`config.mk`:
```
export PLATFORM = sky130hd
export DESIGN_NAME = piece_queue_flat
export DESIGN_NICKNAME = d
export VERILOG_FILES = /design/src/rtl/tetris_pkg.sv /design/src/rtl/piece_queue_if.sv /design/src/rtl/piece_queue_preview_shift.sv /design/src/rtl/piece_queue.sv /design/src/flat_wrapper.sv
export SDC_FILE = /design/constraint.sdc
export NUM_CORES = 1
export LEC_CHECK = 0
export BUFFER_PORTS_ARGS = -buffer_cell sky130_fd_sc_hd__buf_2
export CORE_MARGIN = 8
export CORE_UTILIZATION = 40
export CTS_CLUSTER_SIZE = 30
export DETAILED_ROUTE_END_ITERATION = 8
export PLACE_DENSITY_LB_ADDON = 0.2
export SETUP_SLACK_MARGIN = 0.15
export SYNTH_ARGS = -nofsm -noshare
export SYNTH_HDL_FRONTEND = slang
export SYNTH_SLANG_ARGS = --single-unit
```
`constraint.sdc`:
```
create_clock -name Clk -period 2.2 [get_ports Clk]
set_clock_uncertainty 0.1 [all_clocks]
set_input_delay 0.22 -clock Clk [delete_from_list [all_inputs] [get_ports Clk]]
set_output_delay 0.22 -clock Clk [all_outputs]
set_load 0.005 [all_outputs]
```
`src/rtl/tetris_pkg.sv`:
```
// Shared types for the tetromino piece path: piece index width, piece count,
// the queue FSM state encoding and the out-of-range index clamp.
// Latency: n/a (declarations only). Backpressure: n/a.
package tetris_pkg;

  localparam int PIECE_W    = 3;
  localparam int NUM_PIECES = 7;

  typedef logic [PIECE_W-1:0] piece_t;

  typedef enum logic [1:0] {
    FILL  = 2'd0,
    PRIME = 2'd1,
    RUN   = 2'd2
  } queue_state_t;

  // The generator can present 7, which names no piece; it maps onto piece 0
  // so that the queue only ever holds legal indices.
  function automatic piece_t clamp_piece(input piece_t raw);
    return (raw >= piece_t'(NUM_PIECES)) ? piece_t'(0) : raw;
  endfunction

endpackage

```
`src/rtl/piece_queue_if.sv`:
```
// Bundle between the piece queue, the generator and the game-control FSM.
// Latency: n/a (wires only). Backpressure: none; new_block is the only request.
// Ports: spawn_req/hold_req/gen_idx into the queue; new_block, cur/next/hold
// piece state and ready out of it. The slave modport is the queue itself.
interface piece_queue_if
  import tetris_pkg::*;
#(
  parameter int DEPTH = 3
) ();

  logic                       spawn_req;
  logic                       hold_req;
  piece_t                     gen_idx;
  logic                       new_block;
  piece_t                     cur_idx;
  logic                       cur_valid;
  logic [PIECE_W*DEPTH-1:0]   next_idx;
  piece_t                     hold_idx;
  logic                       hold_valid;
  logic                       hold_used;
  logic                       ready;

  modport master (
    output spawn_req, hold_req, gen_idx,
    input  new_block, cur_idx, cur_valid, next_idx,
    input  hold_idx, hold_valid, hold_used, ready
  );

  modport slave (
    input  spawn_req, hold_req, gen_idx,
    output new_block, cur_idx, cur_valid, next_idx,
    output hold_idx, hold_valid, hold_used, ready
  );

endinterface

```
`src/rtl/piece_queue_preview_shift.sv`:
```
// DEPTH-slot preview register: indexed write for start-up fill, shift-down
// with tail insert for every advance. Latency: 1 cycle write-to-read.
// Backpressure: none; shift has priority over the indexed write.
// Ports: Clk, Reset (sync, active-high); wr_en_i/wr_idx_i/wr_dat_i;
// shift_en_i/tail_dat_i; slots_o packed with slot 0 in the low bits.
module preview_shift
  import tetris_pkg::*;
#(
  parameter int DEPTH = 3,
  parameter int CNT_W = (DEPTH > 1) ? $clog2(DEPTH) : 1
) (
  input  logic                          Clk,
  input  logic                          Reset,
  input  logic                          wr_en_i,
  input  logic [CNT_W-1:0]              wr_idx_i,
  input  piece_t                        wr_dat_i,
  input  logic                          shift_en_i,
  input  piece_t                        tail_dat_i,
  output logic [DEPTH-1:0][PIECE_W-1:0] slots_o
);

  logic [DEPTH-1:0][PIECE_W-1:0] slots_q;

  always_ff @(posedge Clk) begin
    if (Reset) begin
      slots_q <= '0;
    end else if (shift_en_i) begin
      for (int i = 0; i < DEPTH - 1; i++) begin
        slots_q[i] <= slots_q[i+1];
      end
      slots_q[DEPTH-1] <= tail_dat_i;
    end else if (wr_en_i) begin
      slots_q[wr_idx_i] <= wr_dat_i;
    end
  end

  assign slots_o = slots_q;

endmodule

```
`src/rtl/piece_queue.sv`:
```
// Consumer of the tetromino generator: current piece, DEPTH-slot preview and
// one hold slot. Latency: request in cycle N visible in cycle N+1; gen_idx is
// taken in the same cycle new_block is high. Backpressure: none; requests
// outside RUN and repeated holds within one spawn are dropped, not queued.
// Ports: Clk, Reset (sync, active-high); bus (slave modport of piece_queue_if).
module piece_queue
  import tetris_pkg::*;
#(
  parameter int DEPTH = 3
) (
  input  logic         Clk,
  input  logic         Reset,
  piece_queue_if.slave bus
);

  localparam int CNT_W = (DEPTH > 1) ? $clog2(DEPTH) : 1;

  queue_state_t state_q, state_d;
  logic [CNT_W-1:0] fill_cnt_q, fill_cnt_d;
  piece_t cur_q, cur_d;
  logic   cur_vld_q, cur_vld_d;
  piece_t hold_q, hold_d;
  logic   hold_vld_q, hold_vld_d;
  logic   hold_used_q, hold_used_d;

  logic   wr_en;
  logic   shift_en;
  logic   new_block;
  piece_t gen_piece;
  logic [DEPTH-1:0][PIECE_W-1:0] slots;

  assign gen_piece = clamp_piece(bus.gen_idx);

  preview_shift #(
    .DEPTH (DEPTH),
    .CNT_W (CNT_W)
  ) u_preview (
    .Clk        (Clk),
    .Reset      (Reset),
    .wr_en_i    (wr_en),
    .wr_idx_i   (fill_cnt_q),
    .wr_dat_i   (gen_piece),
    .shift_en_i (shift_en),
    .tail_dat_i (gen_piece),
    .slots_o    (slots)
  );

  always_ff @(posedge Clk) begin
    if (Reset) begin
      state_q     <= FILL;
      fill_cnt_q  <= '0;
      cur_q       <= '0;
      cur_vld_q   <= 1'b0;
      hold_q      <= '0;
      hold_vld_q  <= 1'b0;
      hold_used_q <= 1'b0;
    end else begin
      state_q     <= state_d;
      fill_cnt_q  <= fill_cnt_d;
      cur_q       <= cur_d;
      cur_vld_q   <= cur_vld_d;
      hold_q      <= hold_d;
      hold_vld_q  <= hold_vld_d;
      hold_used_q <= hold_used_d;
    end
  end

  always_comb begin
    state_d     = state_q;
    fill_cnt_d  = fill_cnt_q;
    cur_d       = cur_q;
    cur_vld_d   = cur_vld_q;
    hold_d      = hold_q;
    hold_vld_d  = hold_vld_q;
    hold_used_d = hold_used_q;
    wr_en       = 1'b0;
    shift_en    = 1'b0;
    new_block   = 1'b0;

    unique case (state_q)
      FILL: begin
        new_block = 1'b1;
        wr_en     = 1'b1;
        if (fill_cnt_q == CNT_W'(DEPTH - 1)) begin
          state_d = PRIME;
        end else begin
          fill_cnt_d = fill_cnt_q + CNT_W'(1);
        end
      end

      PRIME: begin
        new_block = 1'b1;
        shift_en  = 1'b1;
        cur_d     = piece_t'(slots[0]);
        cur_vld_d = 1'b1;
        state_d   = RUN;
      end

      RUN: begin
        // Spawn outranks hold when both arrive together.
        if (bus.spawn_req) begin
          new_block   = 1'b1;
          shift_en    = 1'b1;
          cur_d       = piece_t'(slots[0]);
          hold_used_d = 1'b0;
        end else if (bus.hold_req && !hold_used_q) begin
          hold_used_d = 1'b1;
          if (!hold_vld_q) begin
            // First hold parks the current piece and pulls the next one.
            hold_d     = cur_q;
            hold_vld_d = 1'b1;
            new_block  = 1'b1;
            shift_en   = 1'b1;
            cur_d      = piece_t'(slots[0]);
          end else begin
            // Swap leaves the preview untouched, so nothing is consumed.
            hold_d = cur_q;
            cur_d  = hold_q;
          end
        end
      end

      default: begin
        state_d = FILL;
      end
    endcase

    // Nothing is consumed from the generator while held in reset.
    if (Reset) begin
      new_block = 1'b0;
    end
  end

  assign bus.new_block  = new_block;
  assign bus.cur_idx    = cur_q;
  assign bus.cur_valid  = cur_vld_q;
  assign bus.next_idx   = slots;
  assign bus.hold_idx   = hold_q;
  assign bus.hold_valid = hold_vld_q;
  assign bus.hold_used  = hold_used_q;
  assign bus.ready      = (state_q == RUN);

endmodule
```
`src/flat_wrapper.sv`:
```
// flat-port wrapper written by rule: the top's interface ports become plain ports
module piece_queue_flat import tetris_pkg::*;
#(
  parameter int DEPTH = 3
)
  (Clk, Reset, bus_spawn_req, bus_hold_req, bus_gen_idx, bus_new_block, bus_cur_idx, bus_cur_valid, bus_next_idx, bus_hold_idx, bus_hold_valid, bus_hold_used, bus_ready);
  piece_queue_if #(.DEPTH(DEPTH)) bus_i ();
  input  logic Clk;
  input  logic Reset;
  input wire logic [$bits(bus_i.spawn_req)-1:0] bus_spawn_req;
  input wire logic [$bits(bus_i.hold_req)-1:0] bus_hold_req;
  input wire logic [$bits(bus_i.gen_idx)-1:0] bus_gen_idx;
  output wire logic [$bits(bus_i.new_block)-1:0] bus_new_block;
  output wire logic [$bits(bus_i.cur_idx)-1:0] bus_cur_idx;
  output wire logic [$bits(bus_i.cur_valid)-1:0] bus_cur_valid;
  output wire logic [$bits(bus_i.next_idx)-1:0] bus_next_idx;
  output wire logic [$bits(bus_i.hold_idx)-1:0] bus_hold_idx;
  output wire logic [$bits(bus_i.hold_valid)-1:0] bus_hold_valid;
  output wire logic [$bits(bus_i.hold_used)-1:0] bus_hold_used;
  output wire logic [$bits(bus_i.ready)-1:0] bus_ready;
  assign bus_i.spawn_req = bus_spawn_req;
  assign bus_i.hold_req = bus_hold_req;
  assign bus_i.gen_idx = bus_gen_idx;
  assign bus_new_block = bus_i.new_block;
  assign bus_cur_idx = bus_i.cur_idx;
  assign bus_cur_valid = bus_i.cur_valid;
  assign bus_next_idx = bus_i.next_idx;
  assign bus_hold_idx = bus_i.hold_idx;
  assign bus_hold_valid = bus_i.hold_valid;
  assign bus_hold_used = bus_i.hold_used;
  assign bus_ready = bus_i.ready;
  piece_queue #(.DEPTH(DEPTH)) u_core (.Clk(Clk), .Reset(Reset), .bus(bus_i));
endmodule
```
### Word level (Yosys, flattened, before mapping)

Cells that the tools add are included.

| operators by class | value |
|---|---|
| bitwise gates (word level) | 3 |
| mux-type cells | 21 |
| magnitude comparators | 3 |
| reductions and logical operators | 13 |
| equal/unequal tests | 5 |
| add/subtract/negate cells | 1 |

Operators by type and width:

| operator | count |
|---|---|
| 9-bit 2-to-1 mux | 2 |
| 3-bit 2-to-1 mux | 5 |
| 9-bit bitwise mux | 1 |
| 2-bit AND reduction | 4 |
| 1-bit 2-to-1 mux | 7 |
| 3-bit demux with 2-bit select | 1 |
| 2-bit case mux with 3 select lines | 1 |
| 3-bit case mux with 2 select lines | 1 |
| 2-bit nonzero test | 3 |
| 2-bit equality test (second input constant) | 2 |
| 1-bit case mux with 2 select lines | 2 |
| 3-bit greater-or-equal comparator (second input constant) | 1 |
| 2-bit by 3-bit less-than comparator with 1-bit output (second input constant) | 1 |
| 3-bit by 2-bit != test with 1-bit output (second input constant) | 1 |
| 1-bit NOT | 3 |
| 3-bit AND reduction | 1 |
| 2-bit by 1-bit adder with 2-bit output (second input constant) | 1 |
| 2-bit by 1-bit equality test with 1-bit output (second input constant) | 1 |
| 2-bit by 1-bit greater-or-equal comparator with 1-bit output (second input constant) | 1 |
| 1-bit logical AND | 2 |
| 2-bit zero test | 1 |
| 2-bit 2-to-1 mux | 1 |
| 2-bit by 1-bit != test with 1-bit output (second input constant) | 1 |
| 2-bit OR reduction | 1 |
| 1-bit zero test | 1 |

| word-level totals | value |
|---|---|
| output and inout bits | 20 |
| word-level logic and storage cells | 56 |
| flip-flop bits (word level) | 22 |
| input bits | 7 |

### Longest topological paths before layout

| logic depth | value |
|---|---|
| depth in word-level cells | 7 |
| mapped depth | 7 |

### Modules after synthesis

Synthesis repeated with hierarchy kept, for this count alone.

| second synthesis, totals | value |
|---|---|
| cell total of the unflattened synthesis | 123 |
| area, all modules | 1158.6 sq um |

By module, submodules not included:

| module | instances | cells each | area each (sq um) | seq. area each (sq um) |
|---|---|---|---|---|
| piece_queue | 1 | 69 | 658.1 | 260.2 |
| preview_shift | 1 | 54 | 500.5 | 180.2 |

### Least setup slack after synthesis

OpenSTA, ideal clock, no wires.

| timing path | value |
|---|---|
| path kind | reg2reg |
| start point | reg u_core.state_q[0] |
| end point | reg u_core.u_preview.slots_q, in the netlist u_core.u_preview.slots_o[6] |
| required time | 2.013 ns |
| arrival time | 1.473 ns |
| stages on the path, launching flop included | 7 |
| path slack | 0.540 ns |
| path buffers | 1 |
| library setup time | 0.087 ns |
| cell sequence | dfxtp_1 inv_1 ha_1 buf_2 o21ai_1 a22oi_1 o31ai_1 |

| between the ends | value |
|---|---|
| longest elaborated chain between the ends | 3 |
| elaborated cells between the ends (all ways) | 7 |

Ends and longest elaborated chain:

| element | line | source |
|---|---|---|
| from (decl) | piece_queue.sv:18 | `queue_state_t state_q, state_d;` |
| from (signal assigned) | piece_queue.sv:58 | `state_q <= state_d;` |
| 2-bit equality test (*) | - |  |
| via bus_ready | flat_wrapper.sv:20 | `output wire logic [$bits(bus_i.ready)-1:0] bus_ready;` |
| 1-bit case mux with 2 select lines (*) | piece_queue.sv:80 | `unique case (state_q)` |
| 9-bit 2-to-1 mux / 2-bit nonzero test (equally long branches) | - |  |
| to (signal, indexed assignment) | piece_queue_preview_shift.sv:29 | `slots_q[i] <= slots_q[i+1];` |
| to (signal, indexed assignment) | piece_queue_preview_shift.sv:31 | `slots_q[DEPTH-1] <= tail_dat_i;` |
| to (signal, indexed assignment) | piece_queue_preview_shift.sv:33 | `slots_q[wr_idx_i] <= wr_dat_i;` |
| to (decl) | piece_queue_preview_shift.sv:22 | `logic [DEPTH-1:0][PIECE_W-1:0] slots_q;` |

Mark *: on every way through the listed nets, which the timed path passes. The rest lies on a longest branch.
A chain may end at the register's enable or synchronous reset.

### Worst setup path in the final report

| timing path | value |
|---|---|
| start point | reg u_core.state_q[0] |
| end point | out bus_new_block |

| between the ends | value |
|---|---|
| longest elaborated chain between the ends | 4 |
| elaborated cells between the ends (all ways) | 6 |

Ends and longest elaborated chain:

| element | line | source |
|---|---|---|
| 2-bit by 1-bit equality test with 1-bit output / 2-bit zero test (equally long branches) | piece_queue.sv:80 |  |
| 2-bit OR reduction (no line) | - |  |
| 1-bit case mux with 2 select lines (*) | piece_queue.sv:80 |  |
| 1-bit 2-to-1 mux (*) | piece_queue.sv:129 | `if (Reset) begin` |
| to (decl) | flat_wrapper.sv:13 | `output wire logic [$bits(bus_i.new_block)-1:0] bus_new_block;` |

Every way passes the cells marked *; elsewhere a longest branch is shown, timed or not.

==> key figures <==
Timing
  • Setup violations, final: 0
  • Final hold violations: 0
  • RSZ-0062 raised after global routing: no
  • Tightest Pin Transition: 0.464 ns
  • Final min period: 1.93 ns
  • Pins Over Slew Limit: 0
  • WHS: 0.0629 ns
  • Setup_tns: 0 ns
  • Relative slew slack: 0.691
  • Final critical-path share of the clock period: 0.879
  • Peak Freq: 517 MHz

Clock tree
  • Resized cells post-CTS: 0
  • CTS Buf Count: 3
  • Htree depth: 1
  • Clock-pin slew on the worst setup and hold paths: 0.12 ns
  • Max Buffers Root-to-Sink: 2
  • Clock Latency Late Sink: 0.31 ns
  • # clock sinks: 22
  • Post CTS Setup Buffer Count: 0
  • Hold buffers post-CTS: 0
  • CTS tree: yes
  • Clock root cell: clkbuf_4

Floorplanning
  • # rows: 19
  • Die ar.: 4660 um2
  • Die span in y: 68.3 um
  • Initial Utilization: 0.410
  • Core Region: 2660 um2
  • Width of the die: 68.3 um
  • Ports: 27

Routing
  • Via density: 5.19
  • DRC: 0
  • Antenna Nets Post-Route: 0
  • Iter 0 DRT Violations: 38
  • Via count: 955
  • Wire length per cell: 13.7 um
  • Routed WL: 2520 um
  • Drt first pass iters: 4

Worst setup path
  • Setup CP Type: flop to output port
  • Critical Path End: bus_new_block
  • Critical Path End Type: output port
  • R2R Setup Slk: 0.40 ns
  • Critical R2R Launch: u_core.state_q[0]
  • CP cell instances: inv_1 > ha_2 > inv_1 > a21oi_1 > o31a_1 > buf_2
  • Critical path origin: u_core.state_q[0]
  • Crit Path Max Fanout: 11
  • CP Data Required Time: 1.88 ns
  • Crit path max-delay cell type: dfxtp_1
  • Crit path DAT: 1.61 ns
  • R2R cell count: 6
  • CP delay by family, top: flip-flops
  • WP buf/inv: 3
  • CP Depth: 6
  • Crit path top cell by count: inv_1
  • Critical path's largest stage delay: 0.42 ns
  • FF-to-FF End: u_core.bus.hold_idx[0]
  • Setup crit start kind: flop

Placed design
  • GPL Wtd Cong: 0.796
  • I/O Buffers: 26
  • Post-DP HPWL: 1910 um

Power and ir drop
  • Pwr dens: 998 nW/um2
  • Worst vdd ir: 0.519 mV
  • Leakage power: 0.572 nW

Cells and area
  • Area of the multi-input gates: 604 um2
  • Post-synthesis to final-layout area growth: 17.5%
  • Antenna diodes: 0
  • Most frequent cells in the layout: nor2_1 (30), buf_2 (26), dfxtp_1 (22)
  • Post-layout net count: 168
  • Share of layout cells above drive strength 1: 0.255
  • Filler cells: 275
  • FF/Latch Area: 440 um2
  • Commonest non-fill, non-tap cell in the layout: nor2_1

Logic synthesis
  • Syn Inst Count: 127
  • Register bit total from synthesis: 22
  • Ys Warns: 0
  • Sequential area share after synthesis: 0.403
  • Share of Yosys cell area claimed by the top area cell type: 0.403
  • Mapped Nets: 141
  • Avg Inst Size Synth: 8.60 um2
  • Largest area contributor in the netlist: dfxtp_1
  • Post-Syn Area: 1090 um2
  • Count of cell types in the netlist: 26
  • Main area contributors after synthesis: dfxtp_1 (40%), nor2_1 (10%), a211oi_1 (9.6%)

Global route
  • Initial antenna violation count: 0
  • Global Route Usage Sum: 0.116
  • Largest net degree at the start of global routing: 27
  • Global-route wire length before repair: 4250 um
  • Grt ovf: 0
  • Vias in the first global route: 977

Flow run
  • Max-cap violations: 0

Outcome
  • Run status: finished, final reports clean

Worst hold path
  • Worst hold path class: input pin to flop
==> cells in the mapped netlist (all sizes together) <==
| master | number |
|---|---|
| a211oi | 14 |
| a21bo | 3 |
| a21o | 1 |
| a21oi | 6 |
| a22oi | 1 |
| a31oi | 1 |
| buf | 1 |
| clkbuf | 3 |
| dfxtp | 22 |
| ha | 7 |
| inv | 9 |
| mux2i | 6 |
| nand2 | 7 |
| nand3 | 1 |
| nor2 | 30 |
| nor2b | 1 |
| nor3 | 5 |
| o21ai | 2 |
| o31a | 1 |
| o31ai | 3 |
| or2b | 1 |
| or3b | 1 |
| xnor2 | 1 |
==> per-layer routing <==
| layer | GRT usage | part of all wire | routed length [um] | vias to the layer above |
|---|---|---|---|---|
| li1 | - | - | - | 494 |
| met4 | 0.0460 | 0.014 | 36 | 0 |
| met5 | 0 | 0 | 0 | - |
| met3 | 0.0262 | 0.059 | 149 | 5 |
| met1 | 0.145 | 0.49 | 1230 | 432 |
| met2 | 0.188 | 0.44 | 1100 | 24 |
==> state kept, by name (all words and copies together) (netlist names) <==
signal / flops
u_core.bus.cur_idx: 3
u_core.fill_cnt_q: 2
u_core.bus.hold_idx: 3
u_core.bus.hold_used: 1
u_core.state_q: 2
u_core.bus.cur_valid: 1
u_core.u_preview.slots_o: 9
u_core.bus.hold_valid: 1
==> where the power goes <==
part,leakage (nW),switching (mW),internal (mW)
clock network,0.0210,0.123,0.101
logic,0.372,0.287,0.215
registers,0.179,0.0691,0.487
total,0.572,0.479,0.802
==> logic make-up after synthesis <==
kind of cell               count (synthesis)  share of synthesized area
adders and majority gates                  7                     0.0802
xor gates and xnor gates                   1                    0.00802
buffers and inverters                     13                     0.0458
and+or+nand+nor                           46                      0.182
muxes                                      6                     0.0550
AOI/OAI and AO/OA                         32                      0.226
DFF                                       22                      0.403
==> final cells by class <==
type / count / share of cell area
inverters: 9 / 0.0263
multi-input cells: 92 / 0.471
repair buffers: 26 / 0.101
clock buffers: 4 / 0.0283
flip-flops and latches: 22 / 0.343
well taps: 31 / 0.0302
==> stage by stage <==
step	area, um2	cells	worst slack (ns)	utilization	power [mW]
final	1280	184	0.265	0.482	1.28
after global routing	1280	184	0.187	0.482	1.39
after CTS	1280	184	0.165	0.481	1.30
after detailed placement	1240	180	0.309	0.468	1.07
after global placement	1240	180	0.375	0.468	1.05
after floorplan	1090	127	0.540	-	0.906
==> worst min-delay path by stage <==
| stage | from | endpoint | slack [ns] | cells after the start |
|---|---|---|---|---|
| after floorplan | bus_spawn_req | u_core.bus.hold_used | 0.22 | 1 |
| after global placement | u_core.bus.cur_valid | u_core.bus.cur_valid | 0.34 | 2 |
| after detailed placement | u_core.bus.cur_valid | u_core.bus.cur_valid | 0.36 | 2 |
| after CTS | bus_spawn_req | u_core.bus.hold_used | 0.06 | 2 |
| after global routing | bus_spawn_req | u_core.bus.hold_used | 0.08 | 2 |
| final | bus_spawn_req | u_core.bus.hold_used | 0.06 | 2 |
(Power assumes the default switching activity.)
